File: config.mk
export PLATFORM = sky130hd
export DESIGN_NAME = fpu_share_arbiter
export DESIGN_NICKNAME = d
export VERILOG_FILES = /design/src/rtl/fpu_share_arbiter.sv
export SDC_FILE = /design/constraint.sdc
export NUM_CORES = 1
export LEC_CHECK = 0
export CAP_MARGIN = 20
export CORE_AREA = 2 2 313 315
export CTS_CLUSTER_DIAMETER = 150
export CTS_CLUSTER_SIZE = 25
export DETAILED_ROUTE_END_ITERATION = 8
export DIE_AREA = 0 0 315 317
export SYNTH_ARGS = -nofsm -noshare
export SYNTH_HDL_FRONTEND = slang
export SYNTH_SLANG_ARGS = --single-unit
File: constraint.sdc
create_clock -name clk -period 3.14 [get_ports clk]
set_input_delay 0.942 -clock clk [delete_from_list [all_inputs] [get_ports clk]]
set_output_delay 0.942 -clock clk [all_outputs]
set_load 0.1 [all_outputs]
File: src/rtl/fpu_share_arbiter.sv
// -----------------------------------------------------------------------------
// fpu_share_arbiter
//
// Lets NB_CORES requesters share a single fpnew_wrapper. The arbiter picks
// requesters round-robin, tags each issued operation with the requester
// index, and routes every FPU result back to the requester that issued it.
// Each requester has a one-entry response register that holds the result
// until the requester accepts it.
//
// Each requester may have only one operation in flight. Its response
// register is therefore always free when its result arrives, so the FPU can
// run with out_ready tied high.
//
// Ports
//   clk, rst_n        clock; asynchronous active-low reset
//   core_req_i        per-requester request valid
//   core_gnt_o        per-requester grant (request accepted this cycle)
//   core_operands_i   per-requester operands, NB_ARGS x DATA_WIDTH each,
//                     argument 0 in the low bits
//   core_op_i         per-requester opcode {vec_op, op_mod, op}
//   core_flags_i      per-requester {int_fmt, src_fmt, dst_fmt, rnd_mode}
//   core_rvalid_o     per-requester result valid, held until accepted
//   core_rready_i     per-requester result accept
//   core_rdata_o      per-requester result
//   core_rflags_o     per-requester status flags
//   fpu_req_o .. fpu_flags_o   request channel to the shared FPU
//   fpu_rvalid_i .. fpu_rID_i  response channel from the shared FPU
//   err_o             sticky protocol error; set on an unexpected response
// -----------------------------------------------------------------------------
module fpu_share_arbiter #(
  parameter int unsigned NB_CORES        = 4,
  parameter int unsigned ID_WIDTH        = 9,
  parameter int unsigned NB_ARGS         = 3,
  parameter int unsigned DATA_WIDTH      = 32,
  parameter int unsigned OPCODE_WIDTH    = 6,
  parameter int unsigned FLAGS_IN_WIDTH  = 15,
  parameter int unsigned FLAGS_OUT_WIDTH = 5
) (
  input  logic                                   clk,
  input  logic                                   rst_n,
  // requester side
  input  logic [NB_CORES-1:0]                    core_req_i,
  output logic [NB_CORES-1:0]                    core_gnt_o,
  input  logic [NB_CORES*NB_ARGS*DATA_WIDTH-1:0] core_operands_i,
  input  logic [NB_CORES*OPCODE_WIDTH-1:0]       core_op_i,
  input  logic [NB_CORES*FLAGS_IN_WIDTH-1:0]     core_flags_i,
  output logic [NB_CORES-1:0]                    core_rvalid_o,
  input  logic [NB_CORES-1:0]                    core_rready_i,
  output logic [NB_CORES*DATA_WIDTH-1:0]         core_rdata_o,
  output logic [NB_CORES*FLAGS_OUT_WIDTH-1:0]    core_rflags_o,
  // FPU request channel
  output logic                                   fpu_req_o,
  input  logic                                   fpu_gnt_i,
  output logic [ID_WIDTH-1:0]                    fpu_ID_o,
  output logic [NB_ARGS*DATA_WIDTH-1:0]          fpu_operands_o,
  output logic [OPCODE_WIDTH-1:0]                fpu_op_o,
  output logic [FLAGS_IN_WIDTH-1:0]              fpu_flags_o,
  // FPU response channel
  input  logic                                   fpu_rvalid_i,
  input  logic [DATA_WIDTH-1:0]                  fpu_rdata_i,
  input  logic [FLAGS_OUT_WIDTH-1:0]             fpu_rflags_i,
  input  logic [ID_WIDTH-1:0]                    fpu_rID_i,
  // status
  output logic                                   err_o
);

  localparam int unsigned PTR_W = $clog2(NB_CORES);
  localparam int unsigned OPS_W = NB_ARGS * DATA_WIDTH;

  // ---------------------------------------------------------------------------
  // State
  // ---------------------------------------------------------------------------
  logic [PTR_W-1:0]    rr_ptr_q, rr_ptr_d;
  logic [NB_CORES-1:0] pending_q, pending_d;
  logic [NB_CORES-1:0] rvalid_q, rvalid_d;
  logic                err_q, err_d;

  // ---------------------------------------------------------------------------
  // Arbitration
  // ---------------------------------------------------------------------------
  logic [NB_CORES-1:0] elig;
  logic                any_elig;
  logic [PTR_W-1:0]    win_idx;
  logic                issue;

  // Scan from rr_ptr upward and wrap. The first eligible index wins.
  // Eligibility uses only the registered pending bits, so a requester released
  // this cycle cannot win until the next cycle.
  always_comb begin
    int               idx;
    logic [PTR_W-1:0] cand;
    idx      = 0;
    cand     = '0;
    any_elig = 1'b0;
    win_idx  = '0;
    for (int off = 0; off < int'(NB_CORES); off++) begin
      idx = int'(rr_ptr_q) + off;
      if (idx >= int'(NB_CORES)) begin
        idx = idx - int'(NB_CORES);
      end
      cand = idx[PTR_W-1:0];
      if (!any_elig && elig[cand]) begin
        any_elig = 1'b1;
        win_idx  = cand;
      end
    end
  end

  assign issue = any_elig & fpu_gnt_i;

  // The request channel depends only on the requests and state, never on
  // fpu_gnt_i. The FPU is free to make its grant depend on fpu_req_o.
  always_comb begin
    fpu_req_o      = any_elig;
    fpu_ID_o       = '0;
    fpu_operands_o = '0;
    fpu_op_o       = '0;
    fpu_flags_o    = '0;
    core_gnt_o     = '0;
    if (any_elig) begin
      fpu_ID_o            = ID_WIDTH'(win_idx);
      fpu_operands_o      = core_operands_i[win_idx*OPS_W +: OPS_W];
      fpu_op_o            = core_op_i[win_idx*OPCODE_WIDTH +: OPCODE_WIDTH];
      fpu_flags_o         = core_flags_i[win_idx*FLAGS_IN_WIDTH +: FLAGS_IN_WIDTH];
      core_gnt_o[win_idx] = fpu_gnt_i;
    end
  end

  // ---------------------------------------------------------------------------
  // Response decode
  // ---------------------------------------------------------------------------
  logic             rid_in_range;
  logic [PTR_W-1:0] rid_idx;
  logic             rsp_ok;
  logic             rsp_err;

  // Widen by one bit so the range check stays correct when NB_CORES is an
  // exact power of two that fills ID_WIDTH.
  assign rid_in_range = ({1'b0, fpu_rID_i} < (ID_WIDTH+1)'(NB_CORES));
  assign rid_idx      = fpu_rID_i[PTR_W-1:0];

  // A response is accepted only if its slot expects one: the requester has
  // an operation in flight and its response register is empty. Any other
  // response is dropped and flagged.
  assign rsp_ok  = fpu_rvalid_i & rid_in_range & pending_q[rid_idx] & ~rvalid_q[rid_idx];
  assign rsp_err = fpu_rvalid_i & ~rsp_ok;

  // ---------------------------------------------------------------------------
  // Per-requester response registers
  // ---------------------------------------------------------------------------
  logic [NB_CORES-1:0] cap_vec;
  logic [NB_CORES-1:0] rel_vec;

  for (genvar gi = 0; gi < int'(NB_CORES); gi++) begin : g_core
    logic [DATA_WIDTH-1:0]      rdata_q;
    logic [FLAGS_OUT_WIDTH-1:0] rflags_q;

    assign elig[gi]    = core_req_i[gi] & ~pending_q[gi];
    assign cap_vec[gi] = rsp_ok & (rid_idx == PTR_W'(gi));
    assign rel_vec[gi] = rvalid_q[gi] & core_rready_i[gi];

    // Data is loaded only on capture. It stays stable while rvalid is high.
    always_ff @(posedge clk or negedge rst_n) begin
      if (!rst_n) begin
        rdata_q  <= '0;
        rflags_q <= '0;
      end else if (cap_vec[gi]) begin
        rdata_q  <= fpu_rdata_i;
        rflags_q <= fpu_rflags_i;
      end
    end

    assign core_rdata_o[gi*DATA_WIDTH +: DATA_WIDTH]            = rdata_q;
    assign core_rflags_o[gi*FLAGS_OUT_WIDTH +: FLAGS_OUT_WIDTH] = rflags_q;
  end

  // ---------------------------------------------------------------------------
  // Next-state logic
  // ---------------------------------------------------------------------------
  // Issue, capture and release never target the same bit in one cycle:
  // issue needs pending=0, release needs rvalid=1 (so pending=1), and capture
  // needs rvalid=0. Their update order therefore does not matter.
  always_comb begin
    pending_d = pending_q;
    rvalid_d  = rvalid_q;
    rr_ptr_d  = rr_ptr_q;
    err_d     = err_q | rsp_err;

    for (int i = 0; i < int'(NB_CORES); i++) begin
      if (rel_vec[i]) begin
        pending_d[i] = 1'b0;
        rvalid_d[i]  = 1'b0;
      end
      if (cap_vec[i]) begin
        rvalid_d[i] = 1'b1;
      end
    end

    if (issue) begin
      pending_d[win_idx] = 1'b1;
      rr_ptr_d = (win_idx == PTR_W'(NB_CORES - 1)) ? '0 : win_idx + 1'b1;
    end
  end

  always_ff @(posedge clk or negedge rst_n) begin
    if (!rst_n) begin
      rr_ptr_q  <= '0;
      pending_q <= '0;
      rvalid_q  <= '0;
      err_q     <= 1'b0;
    end else begin
      rr_ptr_q  <= rr_ptr_d;
      pending_q <= pending_d;
      rvalid_q  <= rvalid_d;
      err_q     <= err_d;
    end
  end

  assign core_rvalid_o = rvalid_q;
  assign err_o         = err_q;

endmodule

==> impl_summary.log <==
INFO  metric power_frac_seq = 0.068
INFO  metric grt_max_degree = 66
INFO  metric fin_nets = 2365
INFO  metric h-tree-depth = 4
INFO  metric cell_by_cell_trace_of_the_critical_path = buf_8 > or3b_4 > a21oi_4 > a311oi_4 > buf_6 > buf_12 > buf_12 > buf_8 > a221oi_4 > a21oi_4 > buf_12
INFO  metric synth_common_cells = dfrtp_1 (159), a21oi_1 (121), a22oi_1 (117)
INFO  metric max-vdd-ir-drop = 1.04 mV
INFO  metric post_synth_num_cell_types = 44
INFO  metric maxCapViolations = 0
INFO  metric grt_pass1_vias = 12111
INFO  metric max_stage_delay = 0.40 ns
INFO  metric timing.critical_path.from_type = input pin
INFO  metric cts.reportedPaths.clkPinSlew = 0.06 ns
INFO  metric ys_top_cells_by_area = dfrtp_1 (40%), a221oi_2 (15%), mux2_2 (10%)
INFO  metric combinationalPowerShare = 0.869
INFO  metric worst-path-buf-inv = 6
INFO  metric fin_skew = 0.0185 ns
INFO  metric cts_sinks = 159
INFO  metric drtIter0Drc = 503
INFO  metric timing.hold.worst.start = g_core[3].rdata_q[17]
INFO  metric net-switching-power = 18000 uW
INFO  metric critical_path.endpoint_type = output port
INFO  metric grt.met2_usage = 0.236
INFO  metric busiest_layer = met2
INFO  metric worst_hold_slack_across_all_endpoints = 0.487 ns
INFO  metric totalNegativeSetupSlack = -65.66 ns
INFO  metric num-fill-cells = 9740
INFO  metric drc_violations = 0
INFO  metric core_area = 0.0963 mm2
INFO  metric power = 32600 uW
INFO  metric wire_per_inst = 24.6 um
INFO  metric fp-row-count = 114
INFO  metric syn-instance-count = 828
INFO  metric overflow = 0
INFO  metric ys_async_sr_fraction = 1.00
INFO  metric timing.critical_path.arrival = 2.85 ns
INFO  metric place.port_buffers = 802
INFO  metric leakage = 0.0107 uW
INFO  metric clock_latency_on_the_worst_skew_pair = 0.44 ns
INFO  metric ys_seq_elements = 159
INFO  metric min-delay-path-class = reg2reg
INFO  metric area_growth = 175%
INFO  metric global_route.usage.met1 = 0.173
INFO  metric finalHoldViolCount = 0
INFO  metric critical_path_peak_fanout = 7
INFO  metric antenna_found_initial = 14
INFO  metric gr-usage-all-layers = 0.140
INFO  metric via_count = 11821
INFO  metric tightestPinTransition = 0.634 ns
INFO  metric io_pins = 810
INFO  metric max_freq = 264 MHz
INFO  metric post-route-period-util = 1.21
INFO  metric cts_buffers = 17
INFO  metric clock_tree.root_cell = clkbuf_16
INFO  metric path_common_cell = buf_12
INFO  metric drt_pass1_iterations = 5
INFO  metric synth-main-ff-cell = dfrtp_1
INFO  metric critPathLaunch = core_req_i[2]
INFO  metric grtUsageMet3 = 0.0518
INFO  metric power.clock.fraction = 0.063
INFO  metric netlist.top_cell.by_area = dfrtp_1
INFO  metric cellPowerDensity = 1200 mW/mm2
INFO  metric fraction_of_post_synthesis_cell_area_in_the_top_cell_type_by_area = 0.402
INFO  metric critical_setup_path_class = in2out
INFO  metric overall_die_height = 317 um
INFO  metric die_width = 315 um
INFO  metric rsz0062_at_grt = true
INFO  metric timing.final.max_slew_violations = 0
INFO  metric drive_above_1_share = 0.551
INFO  metric outcome = finished, violations left
INFO  metric fin_ws = -0.648 ns
INFO  metric utilization = 0.283
INFO  metric switching_share = 0.554
INFO  metric setup_viol_count_final = 122
INFO  metric design.die.area = 0.0999 mm2
INFO  metric count_of_flip_flops_with_a_built_in_enable_after_synthesis = 0
INFO  metric syn-mean-instance-area = 12.0 um2
INFO  metric worst_path_dominant_cell_family = buffers and inverters
INFO  metric cts_tree = yes
INFO  metric synth.most_common_cell = dfrtp_1
INFO  metric vias_per_cell = 3.77
INFO  metric clock_path_buffers = 2
INFO  metric drt_wl_total = 77100 um
INFO  metric worst_r2r_startpoint = pending_q[1]
INFO  metric synthesis.area = 0.00990 mm2
INFO  metric synth_sequential_area_ratio = 0.402
INFO  metric final_estimated_routing_congestion_in_global_placement = 0.884
INFO  metric slew_headroom = 0.578
INFO  metric failed_checks = setup timing
INFO  metric worst_ep_required_time = 2.20 ns
INFO  metric detailed_place_hpwl = 61000 um
INFO  metric p_int = 14500 uW
INFO  metric critical-path-slowest-cell = or3b_4
INFO  metric yosys_warnings = 0
INFO  metric cts.hold.buffers_added = 0
INFO  metric grt_first_pass_wirelength = 97800 um
INFO  metric min_period = 3.79 ns
INFO  metric initial_utilization = 0.103
INFO  metric antenna_violating_nets_post_route = 0
[metal layers]
layer	vias up	wire, um	share of wire
met5	-	68	0.00088
met4	12	1200	0.016
met3	60	7120	0.092
met2	562	37500	0.49
met1	5798	31300	0.41
li1	5389	-	-
[power groups by stage]
stage / clock network (uW) / logic, uW / registers (uW)
5_1_grt: 2220 / 29300 / 2220
2_1_floorplan: 0 / 14000 / 2510
3_3_place_gp: 0 / 24100 / 2240
6_report: 2060 / 28300 / 2210
3_5_place_dp: 0 / 24100 / 2230
4_1_cts: 2140 / 26700 / 2210
[through the flow]
step / area, um2 / instances / worst slack [ns]
after floorplan: 11400 / 834 / -0.440
after global placement: 22800 / 2982 / -1.25
after detailed placement: 22800 / 2982 / -1.24
after CTS: 25500 / 3066 / -0.688
after global routing: 27200 / 3130 / -0.682
final: 27200 / 3133 / -0.648
[path summary, 6_finish.rpt]
check,to,slack (ns),cells after the start
setup reg to reg,g_core[1].rdata_q[17],0.76,6
max in group asynchronous,g_core[2].rdata_q[10],1.88,2
hold reg to reg,g_core[3].rdata_q[17],0.49,1
hold / removal,g_core[3].rdata_q[17],0.49,1
min in group asynchronous,g_core[2].rdata_q[24],0.51,1
setup / recovery,fpu_operands_o[20],-0.65,11
[final cells by class]
class / count / area, um2 / share of cell area
clock inverters: 13 / 125 / 0.00460
flip-flops and latches: 159 / 3980 / 0.146
clock buffers: 19 / 443 / 0.0163
multi-input cells: 566 / 8280 / 0.305
inverters: 9 / 33.8 / 0.00124
well taps: 1276 / 1600 / 0.0587
diodes: 6 / 15.0 / 0.000552
repair buffers: 1085 / 12700 / 0.468
[cell usage in the layout, fill, tap and decap left out, types with 4 or more instances in the layout]
master	Yosys	final
clkdlybuf4s50_1	0	520
buf_4	18	276
buf_12	0	177
dfrtp_1	159	158
a21oi_4	1	121
a221oi_4	0	94
mux2_2	88	88
a22oi_2	0	72
mux2_1	61	61
buf_6	16	54
a22oi_1	117	45
clkbuf_16	0	32
a221oi_2	100	23
buf_16	0	23
buf_8	0	19
nand2_1	9	9
inv_1	9	8
conb_1	1	7
diode_2	0	6
a21o_1	6	6
clkinv_4	0	4
inv_6	0	4
[kinds of logic (layout without fill, tap and decap cells)]
family          count (synthesis)  count (layout)  share of synthesized area
compound gates                377             377                      0.337
flops                         159             159                      0.402
mux                           149             149                      0.169
buf+inv                       109            1126                     0.0680
simple gates                   32              32                     0.0226
fa+ha+maj                       1               1                    0.00126
other cells                     1              13                   0.000379
[flip-flops by register name (all words and copies together), names as in the netlist]
| register | count |
|---|---|
| g_core.rdata_q | 128 |
| g_core.rflags_q | 20 |
| core_rvalid_o | 4 |
| pending_q | 4 |
| rr_ptr_q | 2 |
| err_o | 1 |
[repair_timing]
item | in CTS | in global routing
pin swaps | 57 | 85
setup buffers | 38 | 59
endpoints found under the setup margin | 124 | 122
resized for setup | 216 | 169
cloned | 15 | 17
(Power assumes the default switching activity.)
